[config.mk]
export PLATFORM = sky130hd
export DESIGN_NAME = branch_resolve_ctrl
export DESIGN_NICKNAME = d
export VERILOG_FILES = /design/src/rtl/branch_resolve_ctrl_pkg.sv /design/src/rtl/branch_cmp_unit.sv /design/src/rtl/branch_resolve_ctrl.sv
export SDC_FILE = /design/constraint.sdc
export NUM_CORES = 1
export LEC_CHECK = 0
export BUFFER_PORTS_ARGS = -buffer_cell sky130_fd_sc_hd__buf_2
export CAP_MARGIN = 20
export CORE_MARGIN = 2
export CORE_UTILIZATION = 55
export CTS_BUF_LIST = sky130_fd_sc_hd__clkbuf_4 sky130_fd_sc_hd__clkbuf_8
export DETAILED_ROUTE_END_ITERATION = 7
export GPL_TIMING_DRIVEN = 0
export PLACE_DENSITY_LB_ADDON = 0.1
export REMOVE_ABC_BUFFERS = 1
export SLEW_MARGIN = 20
export SYNTH_ARGS = -nofsm -noshare
export SYNTH_HDL_FRONTEND = slang
export SYNTH_SLANG_ARGS = --single-unit
export TNS_END_PERCENT = 30
[constraint.sdc]
create_clock -name clk -period 2.3 [get_ports clk]
set_input_delay 0.46 -clock clk [delete_from_list [all_inputs] [get_ports clk]]
set_output_delay 0.46 -clock clk [all_outputs]
set_load 0.03 [all_outputs]
[src/rtl/branch_resolve_ctrl_pkg.sv]
// Shared constants, state encoding and immediate decoders for the EX-stage
// control-transfer resolution controller.
package branch_resolve_ctrl_pkg;

    localparam logic [6:0] OPC_BRANCH = 7'b1100011;
    localparam logic [6:0] OPC_JAL    = 7'b1101111;
    localparam logic [6:0] OPC_JALR   = 7'b1100111;

    localparam logic [2:0] F3_BEQ  = 3'b000;
    localparam logic [2:0] F3_BNE  = 3'b001;
    localparam logic [2:0] F3_BLT  = 3'b100;
    localparam logic [2:0] F3_BGE  = 3'b101;
    localparam logic [2:0] F3_BLTU = 3'b110;
    localparam logic [2:0] F3_BGEU = 3'b111;

    typedef enum logic {
        S_IDLE = 1'b0,
        S_HOLD = 1'b1
    } state_e;

    function automatic logic [31:0] imm_b(input logic [31:0] inst);
        return {{20{inst[31]}}, inst[7], inst[30:25], inst[11:8], 1'b0};
    endfunction

    function automatic logic [31:0] imm_j(input logic [31:0] inst);
        return {{12{inst[31]}}, inst[19:12], inst[20], inst[30:21], 1'b0};
    endfunction

    function automatic logic [31:0] imm_i(input logic [31:0] inst);
        return {{21{inst[31]}}, inst[30:20]};
    endfunction

endpackage

[src/rtl/branch_cmp_unit.sv]
// Combinational branch condition evaluator: equality and signed/unsigned
// less-than, selected by funct3.
module branch_cmp_unit
    import branch_resolve_ctrl_pkg::*;
#(
    parameter int XLEN = 32
) (
    input  logic [2:0]      funct3,
    input  logic [XLEN-1:0] a,
    input  logic [XLEN-1:0] b,
    output logic            taken
);

    logic eq_s;
    logic lt_s;
    logic ltu_s;

    assign eq_s  = (a == b);
    assign lt_s  = ($signed(a) < $signed(b));
    assign ltu_s = (a < b);

    // Select the branch condition; reserved funct3 codes are never taken
    always_comb begin
        taken = 1'b0;
        case (funct3)
            F3_BEQ:  taken = eq_s;
            F3_BNE:  taken = ~eq_s;
            F3_BLT:  taken = lt_s;
            F3_BGE:  taken = ~lt_s;
            F3_BLTU: taken = ltu_s;
            F3_BGEU: taken = ~ltu_s;
            default: taken = 1'b0;
        endcase
    end

endmodule

[src/rtl/branch_resolve_ctrl.sv]
// EX-stage branch/JAL/JALR resolution: redirects fetch on misprediction and
// flags misaligned targets. Counters are built only with BRANCH_STATS_EN.
module branch_resolve_ctrl
    import branch_resolve_ctrl_pkg::*;
#(
    parameter int XLEN  = 32,
    parameter int CNT_W = 32
) (
    input  logic             clk,
    input  logic             rst_n,
    input  logic             ex_valid,
    output logic             ex_ready,
    input  logic [31:0]      ex_inst,
    input  logic [XLEN-1:0]  ex_pc,
    input  logic [XLEN-1:0]  rs1_data,
    input  logic [XLEN-1:0]  rs2_data,
    input  logic             pred_taken,
    input  logic [XLEN-1:0]  pred_target,
    output logic             redirect_valid,
    input  logic             redirect_ready,
    output logic [XLEN-1:0]  redirect_pc,
    output logic             flush,
    output logic             misalign_excp,
    output logic [CNT_W-1:0] stat_branches,
    output logic [CNT_W-1:0] stat_mispred
);

    state_e          state_q, state_d;
    logic            redirect_valid_q, redirect_valid_d;
    logic [XLEN-1:0] redirect_pc_q, redirect_pc_d;
    logic            flush_q, flush_d;
    logic            misalign_q, misalign_d;

    logic            is_cti_s;
    logic            cmp_taken_s;
    logic            taken_s;
    logic [XLEN-1:0] target_s;
    logic [XLEN-1:0] seq_pc_s;
    logic [XLEN-1:0] actual_next_s;
    logic [XLEN-1:0] pred_next_s;
    logic            accept_s;
    logic            misalign_s;
    logic            mispred_s;

    branch_cmp_unit #(.XLEN(XLEN)) u_cmp (
        .funct3 (ex_inst[14:12]),
        .a      (rs1_data),
        .b      (rs2_data),
        .taken  (cmp_taken_s)
    );

    // Decode the control transfer and form its target
    always_comb begin
        is_cti_s = 1'b0;
        taken_s  = 1'b0;
        target_s = ex_pc + imm_b(ex_inst);
        case (ex_inst[6:0])
            OPC_BRANCH: begin
                is_cti_s = 1'b1;
                taken_s  = cmp_taken_s;
                target_s = ex_pc + imm_b(ex_inst);
            end
            OPC_JAL: begin
                is_cti_s = 1'b1;
                taken_s  = 1'b1;
                target_s = ex_pc + imm_j(ex_inst);
            end
            OPC_JALR: begin
                is_cti_s = 1'b1;
                taken_s  = 1'b1;
                target_s = (rs1_data + imm_i(ex_inst)) & ~32'd1;
            end
            default: begin
                is_cti_s = 1'b0;
                taken_s  = 1'b0;
            end
        endcase
    end

    assign ex_ready      = (state_q == S_IDLE);
    assign seq_pc_s      = ex_pc + 32'd4;
    assign actual_next_s = taken_s ? target_s : seq_pc_s;
    assign pred_next_s   = pred_taken ? pred_target : seq_pc_s;
    assign accept_s      = ex_valid & ex_ready & is_cti_s;
    assign misalign_s    = taken_s & target_s[1];
    assign mispred_s     = (actual_next_s != pred_next_s);

    // Next-state and registered-output logic of the redirect FSM
    always_comb begin
        state_d          = state_q;
        redirect_valid_d = redirect_valid_q;
        redirect_pc_d    = redirect_pc_q;
        flush_d          = 1'b0;
        misalign_d       = 1'b0;
        case (state_q)
            S_IDLE: begin
                if (accept_s && misalign_s) begin
                    flush_d    = 1'b1;
                    misalign_d = 1'b1;
                end else if (accept_s && mispred_s) begin
                    redirect_valid_d = 1'b1;
                    redirect_pc_d    = actual_next_s;
                    flush_d          = 1'b1;
                    state_d          = S_HOLD;
                end else begin
                    state_d = S_IDLE;
                end
            end
            S_HOLD: begin
                if (redirect_ready && redirect_valid_q) begin
                    redirect_valid_d = 1'b0;
                    state_d          = S_IDLE;
                end else begin
                    state_d = S_HOLD;
                end
            end
            default: begin
                state_d          = S_IDLE;
                redirect_valid_d = 1'b0;
            end
        endcase
    end

    // FSM state and output registers
    always_ff @(posedge clk or negedge rst_n) begin
        if (!rst_n) begin
            state_q          <= S_IDLE;
            redirect_valid_q <= 1'b0;
            redirect_pc_q    <= {XLEN{1'b0}};
            flush_q          <= 1'b0;
            misalign_q       <= 1'b0;
        end else begin
            state_q          <= state_d;
            redirect_valid_q <= redirect_valid_d;
            redirect_pc_q    <= redirect_pc_d;
            flush_q          <= flush_d;
            misalign_q       <= misalign_d;
        end
    end

    assign redirect_valid = redirect_valid_q;
    assign redirect_pc    = redirect_pc_q;
    assign flush          = flush_q;
    assign misalign_excp  = misalign_q;

`ifdef BRANCH_STATS_EN
    logic [CNT_W-1:0] branches_q, branches_d;
    logic [CNT_W-1:0] mispred_q, mispred_d;

    // Saturating counters: misaligned transfers count as resolved, not mispredicted
    always_comb begin
        branches_d = branches_q;
        mispred_d  = mispred_q;
        if (accept_s && (branches_q != {CNT_W{1'b1}})) begin
            branches_d = branches_q + {{(CNT_W-1){1'b0}}, 1'b1};
        end else begin
            branches_d = branches_q;
        end
        if (accept_s && !misalign_s && mispred_s && (mispred_q != {CNT_W{1'b1}})) begin
            mispred_d = mispred_q + {{(CNT_W-1){1'b0}}, 1'b1};
        end else begin
            mispred_d = mispred_q;
        end
    end

    // Statistics counter registers
    always_ff @(posedge clk or negedge rst_n) begin
        if (!rst_n) begin
            branches_q <= {CNT_W{1'b0}};
            mispred_q  <= {CNT_W{1'b0}};
        end else begin
            branches_q <= branches_d;
            mispred_q  <= mispred_d;
        end
    end

    assign stat_branches = branches_q;
    assign stat_mispred  = mispred_q;
`else
    assign stat_branches = {CNT_W{1'b0}};
    assign stat_mispred  = {CNT_W{1'b0}};
`endif

endmodule

; Yosys cells after proc, flatten, opt, wreduce, memory -nomap -nowiden
; Index checks and enable logic that the tools add are counted.
[word_totals]
ff_bits = 36
output_inout_bits = 100
elab_cells = 58
[op_classes]
addsub = 4
n_lt_le_gt_ge = 2
n_eq_ne = 13
muxes = 18
bitwise = 8
reduce_logical = 8
[op_table]
columns = operator, count
row1 = $add 32x32->32, 3
row2 = $lt 32x32->1, 2
row3 = $mux 32, 2
row4 = $pmux 32 s2, 1
row5 = $add 32x3->32 const B, 1
row6 = $eq 32x32->1, 1
row7 = $ne 32x32->1, 1
row8 = $eq 7x7->1 const B, 3
row9 = $eq 3x3->1 const B, 4
row10 = $mux 1, 11
row11 = $pmux 1 s2, 3
row12 = $pmux 1 s6, 1
row13 = $reduce_and 3->1, 2
row14 = $not 1->1, 5
row15 = $ne 2x1->1 const B, 2
row16 = $and 1x1->1, 3
row17 = $eq 3x1->1 const B, 1
row18 = $logic_and 1x1->1, 3
row19 = $logic_not 3->1, 1
row20 = $reduce_or 3->1, 1
row21 = $ne 2x2->1 const B, 1
row22 = $reduce_or 2->1, 1

; Longest topological paths before layout
[depth]
word_depth = 10
depth_mapped = 22
depth_no_buf = 21

; Hierarchy
; Synthesis repeated with hierarchy kept, for this count alone.
[unflattened]
hier_cells = 1229
area_unflattened_um2 = 9285.2
[by_module_without_submodules]
columns = mod, instances, cells_per_inst, area_each_um2
row1 = branch_resolve_ctrl, 1, 1108, 8408.1
row2 = branch_cmp_unit, 1, 121, 877.1

; Worst setup path after synthesis
; No wires, ideal clock.
[synth_timing]
kind = input to register
from = input ex_inst[4]
to = register redirect_pc_q[15] (netlist: redirect_pc[15])
setup_ns = 0.125
t_arrival_ns = 5.157
required_ns = 2.175
path_slack_ns = -2.982
cell_stages = 22
n_path_buf = 2
path_cell_list = nand2b_1 > nor4_1 > clkbuf_1 > nand2_1 > nand2_1 > ha_1 > inv_1 > fa_1 > nor2b_1 > o2111ai_1 > a211oi_2 > nor4_1 > o31ai_1 > a221o_1 > a31oi_1 > xor2_1 > mux2i_1 > xnor2_1 > o31ai_1 > a31oi_4 > buf_6 > mux2_4
[synth_via]
elab_chain_len = 7
[synth_rtl]
columns = item, line
row1 = "start, declared", branch_resolve_ctrl.sv:13  ; input logic [31:0] ex_inst,
row2 = $eq 7x7->1, branch_resolve_ctrl.sv:57  ; case (ex_inst[6:0])
row3 = $reduce_or 2->1 (no line) / $reduce_or 3->1 (equally long branches), --
row4 = $pmux 1 s2 / $mux 1 (equally long branches), branch_resolve_ctrl.sv:57
row5 = $mux 32 (tied with other cells), branch_resolve_ctrl.sv:82  ; assign actual_next_s = taken_s ? target_s : seq_pc_s;
row6 = $ne 32x32->1 / $logic_and 1x1->1 (equally long branches), "branch_resolve_ctrl.sv:86, branch_resolve_ctrl.sv:97"
row7 = $logic_and 1x1->1 / $not 1->1 (equally long branches), --
row8 = $reduce_and 3->1 (no line), --
row9 = "end signal, assigned", branch_resolve_ctrl.sv:129  ; redirect_pc_q <= {XLEN{1'b0}};
row10 = "end signal, assigned", branch_resolve_ctrl.sv:135  ; redirect_pc_q <= redirect_pc_d;
row11 = "end, declared", branch_resolve_ctrl.sv:30  ; logic [XLEN-1:0] redirect_pc_q, redirect_pc_d;
; Parallel ways exist; a longest one is shown, timed or not.
; A chain may end at the register's enable or synchronous reset.

; Worst setup path in the final report
[layout_timing]
from = input ex_inst[4]
to = register redirect_pc_q[22] (netlist: redirect_pc[22])
; Same word-level chain as after synthesis.

==> results.yml <==
outcome:
  status: "complete, but fails checks"
  violations: "negative setup slack"
clocking:
  cts.sinks: 36
  clkLatencyLatePin_ns: 0.29
  cts_made_buffers: 5
  clk_pin_slew_ns: 0.07
  cts_max_path_buffers: 2
  cts_hold_buf: 0
  tritoncts: "yes"
  cts_max_level: 2
  cts-root-buf: "clkbuf_8"
timing:
  setup_viol_count_final: 36
  relSlewSlack_pct: 40.30
  fin_crit_ns: 4.892
  final.period_utilization_pct: 212.7
  rsz0062_at_grt: "yes"
  fmax_mhz: 204.4
  slew_violations: 0
  tightest_slew_ns: 0.8924
  layout_setup_ws_ns: -2.592
  fin_tns_setup_ns: -88.65
  hold_viol_final: 0
  skew_ns: 0.007091
  whs_ns: 0.2308
floorplan:
  rows: 46
  io_pins: 265
  coreArea_sq_um: 15890
  die-area_sq_um: 17320
  die_width_um: 131.6
  initial_core_util_pct: 56.36
  die_h_um: 131.6
logic_synthesis:
  ys.flop_type: "dfrtp_1"
  synth_edf_count: 0
  postSynthCellCount: 1171
  yosys_warnings: 0
  syn_area_sq_um: 8954
  ys_async_sr_fraction_pct: 100.0
  netlist-cell-type-count: 75
  syn_area_per_cell_sq_um: 7.646
  synth_seq_cells: 36
  yosysSeqAreaShare_pct: 10.06
worst_setup_path:
  critical_path_class: "input pin to register"
  cp_max_fo: 8
  cp.depth: 25
  end_kind: "register"
  critPathTopFamily: "compound AO/OA/AOI/OAI gates"
  path_buf_inv: 6
  slowest_stage: "a211oi_4"
  rr_worst_depth: 7
  arrival_ns: 5.07
  required_ns: 2.48
  slowest_delay_ns: 0.39
  critPathLaunchType: "input pin"
final_layout:
  finalNetCount: 1638
  area_growth_pct: 19.82
  fin_area_sq_um: 10730
  fin_util_pct: 67.53
  fin_cells: 1598
  drive_gt1_share_pct: 25.60
global_route:
  grt_pass1_vias: 8608
  grt_max_degree: 37
  grt_antenna_before_repair: 3
  met1_usage_pct: 42.74
  grt-ovfl-total: 0
  met3_usage_pct: 2.315
  grtUsageTotal_pct: 30.95
  top_usage_layer: "met2"
  use_met2_pct: 51.45
  grt_pass1_wl_mm: 44.06
routing:
  first_pass_iters: 5
  ant_nets: 0
  drtIter0Drc: 774
  via_count: 9536
  routed_wl_mm: 28.15
  route.detailed.drc: 0
  drt-wirelength-per-cell_um: 17.61
  viasPerCell: 5.967
power:
  p_per_area_nw_per_um2: 392.8
  cellLeakagePower_nw: 5.109
  worst_ir_drop_vdd_v: 0.0003643
placed_design:
  io_buffer_count: 200
  dpl.cell_count: 1556
  placed_cell_area_sq_um: 9952
  dp_hpwl_mm: 22.72
  gp_congestion: 0.9398
job:
  drv_cap: 0
worst_hold_path:
  hp-class: "input pin to async pin"
[report_power, final]
| group | internal, mW | total, mW | switching [mW] |
|---|---|---|---|
| registers | 0.745 | 0.810 | 0.0648 |
| clock network | 0.242 | 0.472 | 0.229 |
| logic | 1.14 | 2.93 | 1.79 |
[cell usage after synthesis, drive strengths merged (3+ instances only)]
| cell type | count | share of area [%] |
|---|---|---|
| nand2 | 104 | 4.4 |
| a21oi | 96 | 5.4 |
| ha | 93 | 13 |
| xnor2 | 75 | 7.3 |
| buf | 72 | 6.0 |
| nor2 | 71 | 3.0 |
| inv | 65 | 2.7 |
| o21ai | 61 | 3.4 |
| xor2 | 56 | 5.5 |
| mux2i | 40 | 4.5 |
| dfrtp | 36 | 10 |
| nand4 | 35 | 2.6 |
| mux2 | 34 | 5.3 |
| a21o | 32 | 2.7 |
| nand3 | 31 | 1.7 |
| clkbuf | 30 | 1.3 |
| nor3 | 25 | 1.6 |
| a31oi | 18 | 1.4 |
| nor4 | 16 | 1.1 |
| a211oi | 12 | 1.1 |
| o211ai | 12 | 1.0 |
| nand2b | 11 | 0.77 |
| o21a | 10 | 0.85 |
| or3 | 9 | 0.63 |
| nor2b | 8 | 0.56 |
| a2111oi | 7 | 0.68 |
| a221oi | 7 | 0.68 |
| and2 | 7 | 0.49 |
| and3 | 7 | 0.49 |
| and4 | 7 | 0.68 |
| o31ai | 7 | 0.59 |
| o2111ai | 6 | 0.59 |
| o22ai | 6 | 0.42 |
| or2 | 6 | 0.42 |
| a211o | 5 | 0.49 |
| o221ai | 5 | 0.49 |
| xnor3 | 5 | 1.3 |
| o21bai | 4 | 0.34 |
| or4 | 4 | 0.38 |
| a21boi | 3 | 0.25 |
| a22oi | 3 | 0.25 |
| o31a | 3 | 0.29 |
| o32ai | 3 | 0.29 |
[sequential cells by signal (all words and copies together), names as in the netlist]
signal          flops
redirect_pc        32
flush               1
redirect_valid      1
state_q             1
misalign_excp       1
[path summary, 6_finish.rpt]
check,slack (ns),startpoint,to
worst max-delay path,-2.59,ex_inst[4],redirect_pc[22]$_DFFE_PN0P_
worst min-delay path,0.23,rst_n,redirect_pc[24]$_DFFE_PN0P_
worst max register to register,0.56,state_q$_DFF_PN0_,redirect_pc[31]$_DFFE_PN0P_
worst min register to register,0.51,redirect_pc[12]$_DFFE_PN0P_,redirect_pc[12]$_DFFE_PN0P_
max in group asynchronous,1.58,rst_n,redirect_pc[7]$_DFFE_PN0P_
min in group clk,0.46,ex_pc[0],redirect_pc[0]$_DFFE_PN0P_
[timing repair]
action | in CTS | in global routing
buffers inserted | 20 | 10
pin swaps | 21 | 32
gates resized for setup | 63 | 33
cloned | 2 | 0
endpoints found under the setup margin | 36 | 36
[per-stage QoR]
step	setup slack (ns)	power [mW]
2_1_floorplan	-4.184	2.700
3_3_place_gp	-6.319	3.457
3_5_place_dp	-4.786	3.494
4_1_cts	-2.702	4.092
5_1_grt	-2.755	4.494
6_report	-2.592	4.214
[kinds of logic after synthesis]
logic type / count (synthesis) / synth area share [%]
buffers and inverters: 167 / 9.978
muxes: 74 / 9.754
AOI/OAI and AO/OA: 316 / 23.11
adders and majority gates: 95 / 13.44
xor gates and xnor gates: 137 / 14.34
and+or+nand+nor: 345 / 19.27
other: 1 / 0.04188
DFF: 36 / 10.06
[metal layers]
layer | part of all wire, % | routed length, um
met2 | 46 | 13030
met4 | 2.7 | 760
met1 | 44 | 12350
met5 | 0 | 0
met3 | 7.1 | 2002
[worst register-to-register path: cells and delay by family (launching register included)]
| kind | cells | cell delay (ns) |
|---|---|---|
| flip-flops | 1 | 0.40 |
| multiplexers | 1 | 0.33 |
| buffers and inverters | 3 | 0.42 |
| AND/OR/NAND/NOR | 2 | 0.30 |
| AO/OA/AOI/OAI | 1 | 0.19 |
[cell type report]
class	count	area, sq um
Clock buffer	6	82.58
Sequential cell	36	900.9
Timing Repair Buffer	239	1425
Antenna cell	3	7.507
Tap cell	216	270.3
Fill cell	1436	5157
Inverter	65	246.5
Multi-Input combinational cell	1031	7780
Clock inverter	2	15.01
[placed cells by master, fill, tap and decap left out, types with 10 or more instances in the layout]
cell type  instances
nand3_1           30
dfrtp_1           36
a31oi_1           15
a21o_1            32
conb_1            64
o211ai_1          12
buf_4             29
nor3_1            22
nand4_1           34
buf_2            200
ha_1              87
mux2i_1           36
xnor2_1           74
a21oi_1           89
xor2_1            55
o21ai_0           51
nor4_1            10
nand2_1          100
nor2_1            71
inv_1             61
mux2_4            24
nand2b_1          10
(Power assumes the default switching activity.)
